===== src/rtl/mem_arbiter.sv =====
// mem_arbiter: two-port round-robin arbiter and sequencer for a single-port
// scratch memory. The memory has a registered read and pulses `stored` to
// acknowledge a write.
//
// Ports:
//   clk, reset            clock and synchronous active-low reset
//   reqN/rwN/addrN/wdataN requester N: level request held until ackN,
//                         direction (1 = read), address, write data
//   gntN                  one-cycle pulse when the request is accepted and latched
//   ackN/rdataN/errN      one-cycle completion pulse; read data is held until
//                         the next ackN; err reports a bad address or a
//                         missing write acknowledge
//   mem_*                 pins to the memory (en, r_w, abus, dbus_in1,
//                         dbus_out1, stored)
//   busy                  high whenever the sequencer is not IDLE
//   last_grant            port of the most recently completed grant
//   dbg_state             current sequencer state, for observation only
//
// Handshake: a requester raises reqN and holds it with stable rw/addr/wdata
// until gntN. It keeps reqN high until ackN and drops it in the cycle after
// ackN. The sequencer only looks at requests in IDLE.
module mem_arbiter #(
    parameter int ADDR_W = 8,
    parameter int DATA_W = 16,
    parameter int DEPTH  = 128
) (
    input  logic              clk,
    input  logic              reset,
    input  logic              req0,
    input  logic              rw0,
    input  logic [ADDR_W-1:0] addr0,
    input  logic [DATA_W-1:0] wdata0,
    output logic              gnt0,
    output logic              ack0,
    output logic [DATA_W-1:0] rdata0,
    output logic              err0,
    input  logic              req1,
    input  logic              rw1,
    input  logic [ADDR_W-1:0] addr1,
    input  logic [DATA_W-1:0] wdata1,
    output logic              gnt1,
    output logic              ack1,
    output logic [DATA_W-1:0] rdata1,
    output logic              err1,
    output logic              mem_en,
    output logic              mem_r_w,
    output logic [ADDR_W-1:0] mem_abus,
    output logic [DATA_W-1:0] mem_dbus_in,
    input  logic [DATA_W-1:0] mem_dbus_out,
    input  logic              mem_stored,
    output logic              busy,
    output logic              last_grant,
    output logic [1:0]        dbg_state
);

    typedef enum logic [1:0] {
        IDLE  = 2'd0,
        ISSUE = 2'd1,
        WAIT  = 2'd2,
        RESP  = 2'd3
    } state_t;

    // One extra bit so that DEPTH == 2**ADDR_W still compares correctly.
    localparam logic [ADDR_W:0] DEPTH_L = (ADDR_W + 1)'(DEPTH);

    state_t state;
    logic   sel;      // port being served
    logic   lat_rw;   // latched direction of the access in flight
    logic   lat_err;  // latched address error; the error path skips the memory

    // Arbitration result for the current cycle. Only used in IDLE.
    logic              pick;
    logic              p_rw;
    logic [ADDR_W-1:0] p_addr;
    logic [DATA_W-1:0] p_wdata;
    logic              p_bad;

    always_comb begin
        pick    = 1'b0;
        p_rw    = rw0;
        p_addr  = addr0;
        p_wdata = wdata0;
        // Under contention the port that did not win last time goes next.
        if (req0 && req1) begin
            pick = ~last_grant;
        end else begin
            pick = req1;
        end
        if (pick) begin
            p_rw    = rw1;
            p_addr  = addr1;
            p_wdata = wdata1;
        end
        p_bad = ({1'b0, p_addr} >= DEPTH_L);
    end

    assign dbg_state = state;

    always_ff @(posedge clk) begin
        if (!reset) begin
            state       <= IDLE;
            sel         <= 1'b0;
            lat_rw      <= 1'b1;
            lat_err     <= 1'b0;
            gnt0        <= 1'b0;
            gnt1        <= 1'b0;
            ack0        <= 1'b0;
            ack1        <= 1'b0;
            err0        <= 1'b0;
            err1        <= 1'b0;
            rdata0      <= '0;
            rdata1      <= '0;
            mem_en      <= 1'b0;
            mem_r_w     <= 1'b1;
            mem_abus    <= '0;
            mem_dbus_in <= '0;
            busy        <= 1'b0;
            last_grant  <= 1'b1;
        end else begin
            gnt0 <= 1'b0;
            gnt1 <= 1'b0;
            case (state)
                IDLE: begin
                    if (req0 || req1) begin
                        sel    <= pick;
                        lat_rw <= p_rw;
                        gnt0   <= ~pick;
                        gnt1   <= pick;
                        busy   <= 1'b1;
                        if (p_bad) begin
                            lat_err <= 1'b1;
                            state   <= RESP;
                        end else begin
                            // The memory pins are loaded here so the enable
                            // appears in the same cycle as the grant.
                            lat_err     <= 1'b0;
                            mem_en      <= 1'b1;
                            mem_r_w     <= p_rw;
                            mem_abus    <= p_addr;
                            mem_dbus_in <= p_rw ? '0 : p_wdata;
                            state       <= ISSUE;
                        end
                    end
                end
                ISSUE: begin
                    mem_en  <= 1'b0;
                    mem_r_w <= 1'b1;
                    state   <= WAIT;
                end
                WAIT: begin
                    // The memory output is only meaningful in this cycle;
                    // it floats while the memory is disabled.
                    if (lat_rw) begin
                        if (sel) rdata1 <= mem_dbus_out;
                        else     rdata0 <= mem_dbus_out;
                        err0 <= 1'b0;
                        err1 <= 1'b0;
                    end else begin
                        err0 <= ~sel & ~mem_stored;
                        err1 <= sel & ~mem_stored;
                    end
                    ack0       <= ~sel;
                    ack1       <= sel;
                    last_grant <= sel;
                    state      <= RESP;
                end
                RESP: begin
                    if (ack0 || ack1) begin
                        ack0  <= 1'b0;
                        ack1  <= 1'b0;
                        err0  <= 1'b0;
                        err1  <= 1'b0;
                        busy  <= 1'b0;
                        state <= IDLE;
                    end else begin
                        // Arrived straight from IDLE on a bad address: the
                        // ack has not been issued yet, so issue it now.
                        ack0       <= ~sel;
                        ack1       <= sel;
                        err0       <= ~sel & lat_err;
                        err1       <= sel & lat_err;
                        last_grant <= sel;
                    end
                end
                default: state <= IDLE;
            endcase
        end
    end

endmodule

===== config.mk =====
export PLATFORM = sky130hd
export DESIGN_NAME = mem_arbiter
export DESIGN_NICKNAME = d
export VERILOG_FILES = /design/src/rtl/mem_arbiter.sv
export SDC_FILE = /design/constraint.sdc
export NUM_CORES = 1
export LEC_CHECK = 0
export ABC_AREA = 1
export BUFFER_PORTS_ARGS = -buffer_cell sky130_fd_sc_hd__buf_4
export CORE_UTILIZATION = 38
export CTS_CLUSTER_DIAMETER = 150
export DETAILED_ROUTE_END_ITERATION = 8
export GPL_ROUTABILITY_DRIVEN = 0
export PLACE_DENSITY = 0.67
export SLEW_MARGIN = 20
export SYNTH_ARGS = -nofsm -noshare
export SYNTH_HDL_FRONTEND = slang
export SYNTH_SLANG_ARGS = --single-unit

===== constraint.sdc =====
create_clock -name clk -period 2.8 [get_ports clk]
set_input_delay 0.42 -clock clk [delete_from_list [all_inputs] [get_ports clk]]
set_output_delay 0.42 -clock clk [all_outputs]
set_load 0.01 [all_outputs]

==> results of run 1 <==
[routing by layer]
metal,vias up,part of all wire
li1,1602,-
met1,1357,0.45
met2,115,0.44
met3,8,0.10
met4,0,0.011
met5,-,0
[registers in the layout, summed over array words and instances (netlist names), 2 cells and up]
name         cells
dbg_state        2
mem_abus         8
mem_dbus_in     16
rdata0          16
rdata1          16
[power by group]
group	leakage, nW	switching [W]	internal [W]	total [W]
Sequential	0.578	0.000130	0.00122	0.00135
Combinational	1.45	0.000690	0.000519	0.00121
Clock	0.101	0.000368	0.000521	0.000889
[how the worst max path moves through the flow]
stage,from,end,slack (ns),cells past startpoint
final,dbg_state[0],rdata0[5],0.50,7
after global routing,dbg_state[0],rdata0[4],0.22,7
after CTS,dbg_state[0],rdata0[2],0.51,7
after detailed placement,dbg_state[0],rdata0[2],0.52,7
after global placement,dbg_state[0],rdata0[15],0.53,7
after floorplan,dbg_state[0],rdata0[15],1.30,8
[per-stage QoR]
stage          worst slack [ns]  instance area [µm²]  cells
6_report                  0.498                 4320    661
3_5_place_dp              0.517                 4100    646
3_3_place_gp              0.531                 4100    646
4_1_cts                   0.511                 4320    661
2_1_floorplan              1.30                 3040    424
5_1_grt                   0.225                 4320    661
[critical path, cell delays in order, from the launching register on]
cell	delay, ns
dfxtp_1	0.36
inv_1	0.09
ha_1	0.21
nand2_1	0.07
nor2_1	0.70
inv_1	0.50
nor2_1	0.21
nor2_1	0.06
[area by class of cell]
| type | count | share of cell area |
|---|---|---|
| timing repair buffer | 141 | 0.245 |
| clock buffer | 10 | 0.0319 |
| inverter | 41 | 0.0356 |
| tap | 102 | 0.0295 |
| clock inverter | 5 | 0.0191 |
| multi-input combinational | 291 | 0.310 |
| sequential | 71 | 0.329 |
[Yosys cell counts]
| master | count | share of area |
|---|---|---|
| nor2_8 | 1 | 0.0066 |
| o211ai_1 | 3 | 0.0074 |
| nor2_4 | 1 | 0.0037 |
| clkinv_1 | 1 | 0.0012 |
| nand3b_1 | 1 | 0.0025 |
| buf_1 | 1 | 0.0012 |
| nor2_2 | 1 | 0.0021 |
| buf_6 | 5 | 0.019 |
| nand3_1 | 17 | 0.028 |
| o21ai_0 | 36 | 0.059 |
| clkbuf_2 | 1 | 0.0016 |
| buf_2 | 4 | 0.0066 |
| a21oi_1 | 43 | 0.071 |
| nand3_4 | 1 | 0.0058 |
| nor3b_1 | 1 | 0.0025 |
| nand2_1 | 128 | 0.16 |
| clkbuf_1 | 9 | 0.011 |
| nor2_1 | 42 | 0.052 |
| nand4_1 | 4 | 0.0082 |
| ha_1 | 4 | 0.016 |
| nand3_2 | 1 | 0.0033 |
| inv_2 | 3 | 0.0037 |
| o21ai_1 | 1 | 0.0016 |
| inv_1 | 37 | 0.046 |
| buf_4 | 1 | 0.0025 |
| nor3_1 | 1 | 0.0016 |
| nand2_2 | 4 | 0.0082 |
| o22ai_1 | 1 | 0.0021 |
| dfxtp_1 | 71 | 0.47 |
[cell families after synthesis]
logic type / share of synthesized area
AND/OR/NAND/NOR: 0.282
AO/OA/AOI/OAI: 0.141
flip-flops: 0.468
buffers and inverters: 0.0922
adder cells (fa/ha/maj): 0.0165
[layout by cell type (no fill, tap or decap)]
cell type / count
buf_4: 141
nand2_1: 128
dfxtp_1: 71
a21oi_1: 43
nor2_1: 42
inv_1: 37
o21ai_0: 36
nand3_1: 17
clkbuf_8: 10
nand2_2: 4
nand4_1: 4
ha_1: 4
inv_2: 3
o211ai_1: 3
clkinvlp_4: 3
bufinv_16: 2
nand3b_1: 1
nor2_2: 1
nor2_8: 1
nand3_2: 1
clkinv_1: 1
nand3_4: 1
nor2_4: 1
nor3b_1: 1
o21ai_1: 1
o22ai_1: 1
nor3_1: 1
==> flow_summary.yaml, run 1 <==
run_status:
  status: "complete, no violations"
critical_path:
  r2r_start: "dbg_state[0]"
  start_kind: "flip-flop"
  crit_fanout: 17
  r2r-end: "rdata0[5]"
  critPathKind: "flip-flop to flip-flop"
  r2r_cells: 7
  end_kind: "flip-flop"
  arrival_ns: 2.52
  required_ns: 3.02
  r2r_slack_ns: 0.50
placement:
  dp_hpwl_um: 5740
  portBuffers: 138
cells_and_area:
  diodes: 0
  multi_input_area_um2: 1340
  nets: 630
  fillCellCount: 773
  syn2layout_area_growth_pct: 42.1
  regArea_um2: 1420
  drive_above_1_share: 0.301
  final_core_util: 0.559
synthesis:
  syn_avg_cell_area_um2: 7.17
  yosys_warnings: 0
  synth_cells: 424
  synth-seq-cells: 71
  ys_seq_area_frac: 0.468
  syn_area_um2: 3040
  synth.distinct_cells: 29
  syn_nets: 499
floorplanning:
  die_x_um: 91.4
  die_h_um: 91.4
  core_area_um2: 7730
  initial_core_util: 0.393
  num_io_pins: 139
  dieArea_um2: 8360
  rows: 32
clocking:
  postCtsSetupRepairBufs: 0
  cts_buffers: 9
  cts_hold_buf: 0
  cts_root_buf: "clkbuf_8"
  clk_latency_ns: 0.33
  cts_tree: "yes"
  cts_resized: 0
  cts-htree-levels: 3
  clock-sinks: 71
  cts_buffer_depth: 2
  path_clk_slew_ns: 0.08
sta:
  worst_pin_slew_ns: 0.925
  finClkSkew_ns: 0.00920
  fin_hold_ws_ns: 0.312
  setup_violations: 0
  rsz0062_at_grt: "false"
  slew-limit-headroom: 0.381
  setup_tns_ns: 0
  post-route-period-util: 0.822
  slew_viol_final: 0
  hold_viol_final: 0
  min_period_ns: 2.30
  fmax_mhz: 434
detailed_routing:
  drt-wirelength-per-cell_um: 11.9
  antenna_left: 0
  viasPerCell: 4.66
  dr.pass1.iters: 5
  drtIter0Drc: 128
  vias: 3082
  post-route-drc-count: 0
  wl_um: 7870
global_route:
  busiest_layer: "met2"
  grt_first_pass_wirelength_um: 12900
  use_met3: 0.0745
  overflow: 0
  grt_use_total: 0.190
  antenna_found_initial: 0
  use_met1: 0.236
  grt_pass1_vias: 2855
  grt_max_degree: 43
  grt_use_met2: 0.300
worst_hold_path:
  hp-class: "input port to flip-flop"
  hold-path-cell-count: 3
  hp-start: "mem_dbus_out[12]"
  min_to: "rdata0[12]"
pwr:
  cellLeakagePower_nw: 2.13
  vdd_drop_max_uv: 432
  power-per-cell-area_nw_per_um2: 798
  total_power_w: 0.00344
job:
  cap_violations: 0
Power figures use the tool's default switching activity.
==> run 2, diff against run 1 <==
- clock period: 2.8 -> 2.25 ns (I/O delays scaled with it)
==> flow_summary.yaml, run 2 (synthesis gave the netlist of run 1 again) <==
placement:
  placed_area_um2: 4100
  preCtsSetupSlack_ns: -0.0901
  placedCellCount: 646
  dp_hpwl_um: 5740
  portBuffers: 138
sta:
  fin_ws_ns: 0.358
  min_period_ns: 1.89
  slew-limit-headroom: 0.656
  worst_pin_slew_ns: 0.515
  hold_viol_final: 0
  fmax_mhz: 529
  post-route-period-util: 0.841
  rsz0062_at_grt: "false"
  slew_viol_final: 0
  setup_violations: 0
  finClkSkew_ns: 0.00548
cells_and_area:
  final_core_util: 0.560
  syn2layout_area_growth_pct: 42.4
  nets: 630
  diodes: 0
  drive_above_1_share: 0.304
  layout_common_cells: "buf_4, nand2_1, dfxtp_1"
  fillCellCount: 754
  fin_cells: 662
  post-route-cell-area_um2: 4330
  top_regs: "mem_dbus_in x16, rdata0 x16, rdata1 x16"
  multi_input_area_um2: 1350
  final_common_cell: "buf_4"
  regArea_um2: 1420
global_route:
  grt_pass1_vias: 2861
  grt_max_degree: 44
  overflow: 0
  antenna_found_initial: 0
  grt_use_total: 0.193
  grt_first_pass_wirelength_um: 13100
critical_path:
  cp_slowest_cell: "dfxtp_1"
  r2r_start: "dbg_state[1]"
  arrival_ns: 2.11
  r2r_slack_ns: 0.36
  required_ns: 2.47
  end_kind: "flip-flop"
  critPathKind: "flip-flop to flip-flop"
  start_kind: "flip-flop"
  r2r_cells: 9
  crit_path_start: "dbg_state[1]"
  path_cells: "inv_1, ha_1, inv_1, nor2_8, nand3_2, nand2_2, inv_2, nand2_1, nand2_1"
  cp_slowest_stage_delay_ns: 0.34
  crit_fanout: 16
clocking:
  clock-sinks: 71
  cts_buffers: 9
  cts_hold_buf: 0
  clk_latency_ns: 0.33
  cts_tree: "yes"
  path_clk_slew_ns: 0.07
  cts_buffer_depth: 2
  cts_root_buf: "clkbuf_8"
  cts-htree-levels: 3
pwr:
  vdd_drop_max_uv: 592
  power-per-cell-area_nw_per_um2: 998
  cellLeakagePower_nw: 2.14
floorplanning:
  die_x_um: 91.4
  num_io_pins: 139
  core_area_um2: 7730
  dieArea_um2: 8360
  initial_core_util: 0.393
  die_h_um: 91.4
  rows: 32
detailed_routing:
  post-route-drc-count: 0
  antenna_left: 0
  vias: 3051
  wl_um: 7880
  drt-wirelength-per-cell_um: 11.9
  dr.pass1.iters: 4
  drtIter0Drc: 117
  viasPerCell: 4.61
job:
  cap_violations: 0
worst_hold_path:
  hp-start: "mem_dbus_out[7]"
  hp-class: "input port to flip-flop"
  hold-path-cell-count: 3
run_status:
  status: "complete, no violations"
run 2: changes by cell type in the layout (fill, tap and decap cells not counted):
cell        delta
nor2_1         -1
clkinv_2       +3
clkinvlp_4     -3
nor2_4         +1
clkinv_4       +1
run 2: power breakdown:
part / total [W] / internal, W / switching, W / leakage [nW]
sequential: 0.00168 / 0.00151 / 0.000165 / 0.578
combinational: 0.00152 / 0.000653 / 0.000871 / 1.45
clock: 0.00112 / 0.000651 / 0.000464 / 0.116
total: 0.00432 / 0.00282 / 0.00150 / 2.14
run 2: final cells by class:
type | instances | area share
multi-input combinational | 291 | 0.311
sequential | 71 | 0.328
tap | 102 | 0.0295
clock buffer | 10 | 0.0318
inverter | 41 | 0.0356
clock inverter | 6 | 0.0194
timing repair buffer | 141 | 0.245
run 2: final timing paths:
kind                          to
setup / recovery  mem_dbus_in[1]
hold / removal         rdata0[7]
setup reg to reg  mem_dbus_in[1]
hold reg to reg      mem_abus[7]
run 2: metal layers:
metal,track usage,share of wire
met4,0.0608,0.012
met2,0.295,0.43
met5,0,0
met3,0.0846,0.10
met1,0.243,0.45
run 2: metrics by stage:
stage	hold WS, ns	power, W	TNS (ns)
3_5_place_dp	0.420	0.00323	-1.11
4_1_cts	0.223	0.00436	0
5_1_grt	0.212	0.00464	0
2_1_floorplan	0.453	0.00260	0
6_report	0.236	0.00432	0
3_3_place_gp	0.417	0.00320	-0.933
run 2: critical path, delay by kind of cell (launching register included):
kind | cells | cell delay (ns)
AND/OR/NAND/NOR | 5 | 0.84
buffers and inverters | 3 | 0.39
adder cells (fa/ha/maj) | 1 | 0.21
flip-flops | 1 | 0.34
run 2: repair_timing:
action / in CTS / in global routing
resized for setup: 1 / 1
setup buffers: 0 / 0
endpoints found under the setup margin: 16 / 2
hold endpoints to repair: 0 / 0
==> run 3, diff against run 2 <==
- PLACE_DENSITY: 0.67 -> 0.7
- clock period: 2.25 -> 1.5 ns (I/O delays scaled with it)
==> flow_summary.yaml, run 3 (synthesis gave the netlist of run 1 again) <==
detailed_routing:
  vias: 3141
  dr_wl_met2_um: 3830
  post-route-drc-count: 0
  wl_um: 8140
  antenna_left: 0
  viasPerCell: 4.67
  drt-wirelength-per-cell_um: 12.1
  maxUsedRoutingLayer: "met4"
  wl_met3_um: 728
  wl_met1_um: 3500
  drtIter0Drc: 105
  dr.pass1.iters: 4
critical_path:
  arrival_ns: 1.62
  required_ns: 1.74
  r2r-end: "rdata0[4]"
  crit_fanout: 16
  end_kind: "flip-flop"
  start_kind: "flip-flop"
  r2r_start: "dbg_state[1]"
  r2r_cells: 8
  r2r_slack_ns: 0.12
  critPathKind: "flip-flop to flip-flop"
sta:
  rsz0062_at_grt: "false"
  hold_viol_final: 0
  finClkSkew_ns: 0.00725
  post-route-period-util: 0.923
  fin_ws_ns: 0.116
  fin_hold_ws_ns: 0.118
  slew_viol_final: 0
  setup_tns_ns: 0
  worst_pin_slew_ns: 0.386
  setup_violations: 0
  fmax_mhz: 722
  min_period_ns: 1.38
  slew-limit-headroom: 0.743
pwr:
  vdd_drop_max_uv: 875
  intPower_w: 0.00446
  switching_share: 0.345
  total_power_w: 0.00680
  clock_power_share: 0.249
  combPwrFrac: 0.382
  cellLeakagePower_nw: 2.20
  switchingPower_w: 0.00235
  p_seq_frac: 0.369
  power-per-cell-area_nw_per_um2: 1520
worst_hold_path:
  hp-start: "mem_dbus_out[6]"
  hold-path-cell-count: 3
  min_to: "rdata0[6]"
  hp-class: "input port to flip-flop"
cells_and_area:
  layout_common_cells: "buf_4, nand2_1, dfxtp_1"
  post-route-cell-area_um2: 4490
  top_regs: "mem_dbus_in x16, rdata0 x16, rdata1 x16"
  final_common_cell: "buf_4"
  syn2layout_area_growth_pct: 47.7
  diodes: 0
  drive_above_1_share: 0.329
  nets: 641
  fillCellCount: 729
clocking:
  cts_buffer_depth: 2
  cts_hold_buf: 0
  cts-htree-levels: 3
  clk_latency_ns: 0.34
  cts_root_buf: "clkbuf_8"
  cts_buffers: 9
  cts_tree: "yes"
  clock-sinks: 71
  path_clk_slew_ns: 0.08
global_route:
  grt_first_pass_wirelength_um: 13000
  grt_max_degree: 33
  grt_use_total: 0.192
  overflow: 0
  grt_pass1_vias: 2938
  antenna_found_initial: 0
job:
  cap_violations: 0
floorplanning:
  initial_core_util: 0.393
  num_io_pins: 139
  die_h_um: 91.4
  dieArea_um2: 8360
  core_area_um2: 7730
  die_x_um: 91.4
  rows: 32
placement:
  preCtsSetupSlack_ns: -0.0694
  portBuffers: 138
  placed_area_um2: 4180
  dp_hpwl_um: 5910
run_status:
  status: "complete, no violations"
[run 3: worst max-delay path by stage]
| stage | slack (ns) | startpoint | cells after the start | end |
|---|---|---|---|---|
| after CTS | 0.01 | dbg_state[1] | 9 | mem_dbus_in[5] |
| final | 0.12 | dbg_state[1] | 8 | rdata0[4] |
| after floorplan | 0.03 | dbg_state[0] | 10 | mem_dbus_in[6] |
| after global routing | 0.01 | last_grant | 7 | mem_dbus_in[5] |
| after global placement | 0.02 | dbg_state[1] | 8 | mem_dbus_in[6] |
| after detailed placement | -0.07 | dbg_state[1] | 8 | mem_dbus_in[5] |
[run 3: critical path, cell delays in order, from the launching register on]
cell and delay (ns):
dfxtp_2 0.34, buf_4 0.13, ha_4 0.15, nand2_1 0.09
nor2_4 0.16, clkinvlp_4 0.12, buf_12 0.15, nor2_1 0.09
nor2_1 0.06
[run 3: through the flow]
step	util	cells
2_1_floorplan	-	424
3_3_place_gp	0.541	655
3_5_place_dp	0.541	655
4_1_cts	0.576	673
5_1_grt	0.581	673
6_report	0.581	673
[run 3: final cells by class]
type	count	area, µm²	share of cell area
clock buffer	11	141	0.0315
clock inverter	5	81.3	0.0181
inverter	41	160	0.0357
multi-input combinational	291	1370	0.306
sequential	71	1420	0.317
tap	102	128	0.0284
timing repair buffer	152	1180	0.263
[run 3: timing repair]
item,4_1_cts,5_1_grt
endpoints found under the setup margin,18,46
gates resized for setup,2,11
setup buffers,2,0
endpoints found under the hold margin,0,0
pin swaps,1,2
[run 3: power by group through the flow]
stage	Sequential (W)	Clock, W	Combinational (W)
2_1_floorplan	0.00268	0	0.00122
6_report	0.00251	0.00169	0.00260
5_1_grt	0.00256	0.00182	0.00288
3_3_place_gp	0.00253	0	0.00238
4_1_cts	0.00250	0.00173	0.00251
3_5_place_dp	0.00253	0	0.00242
[run 3: metal layers]
layer / vias up / track usage
met2: 111 / 0.325
met3: 10 / 0.0611
met5: - / 0
met4: 0 / 0.0675
met1: 1401 / 0.227
li1: 1619 / -
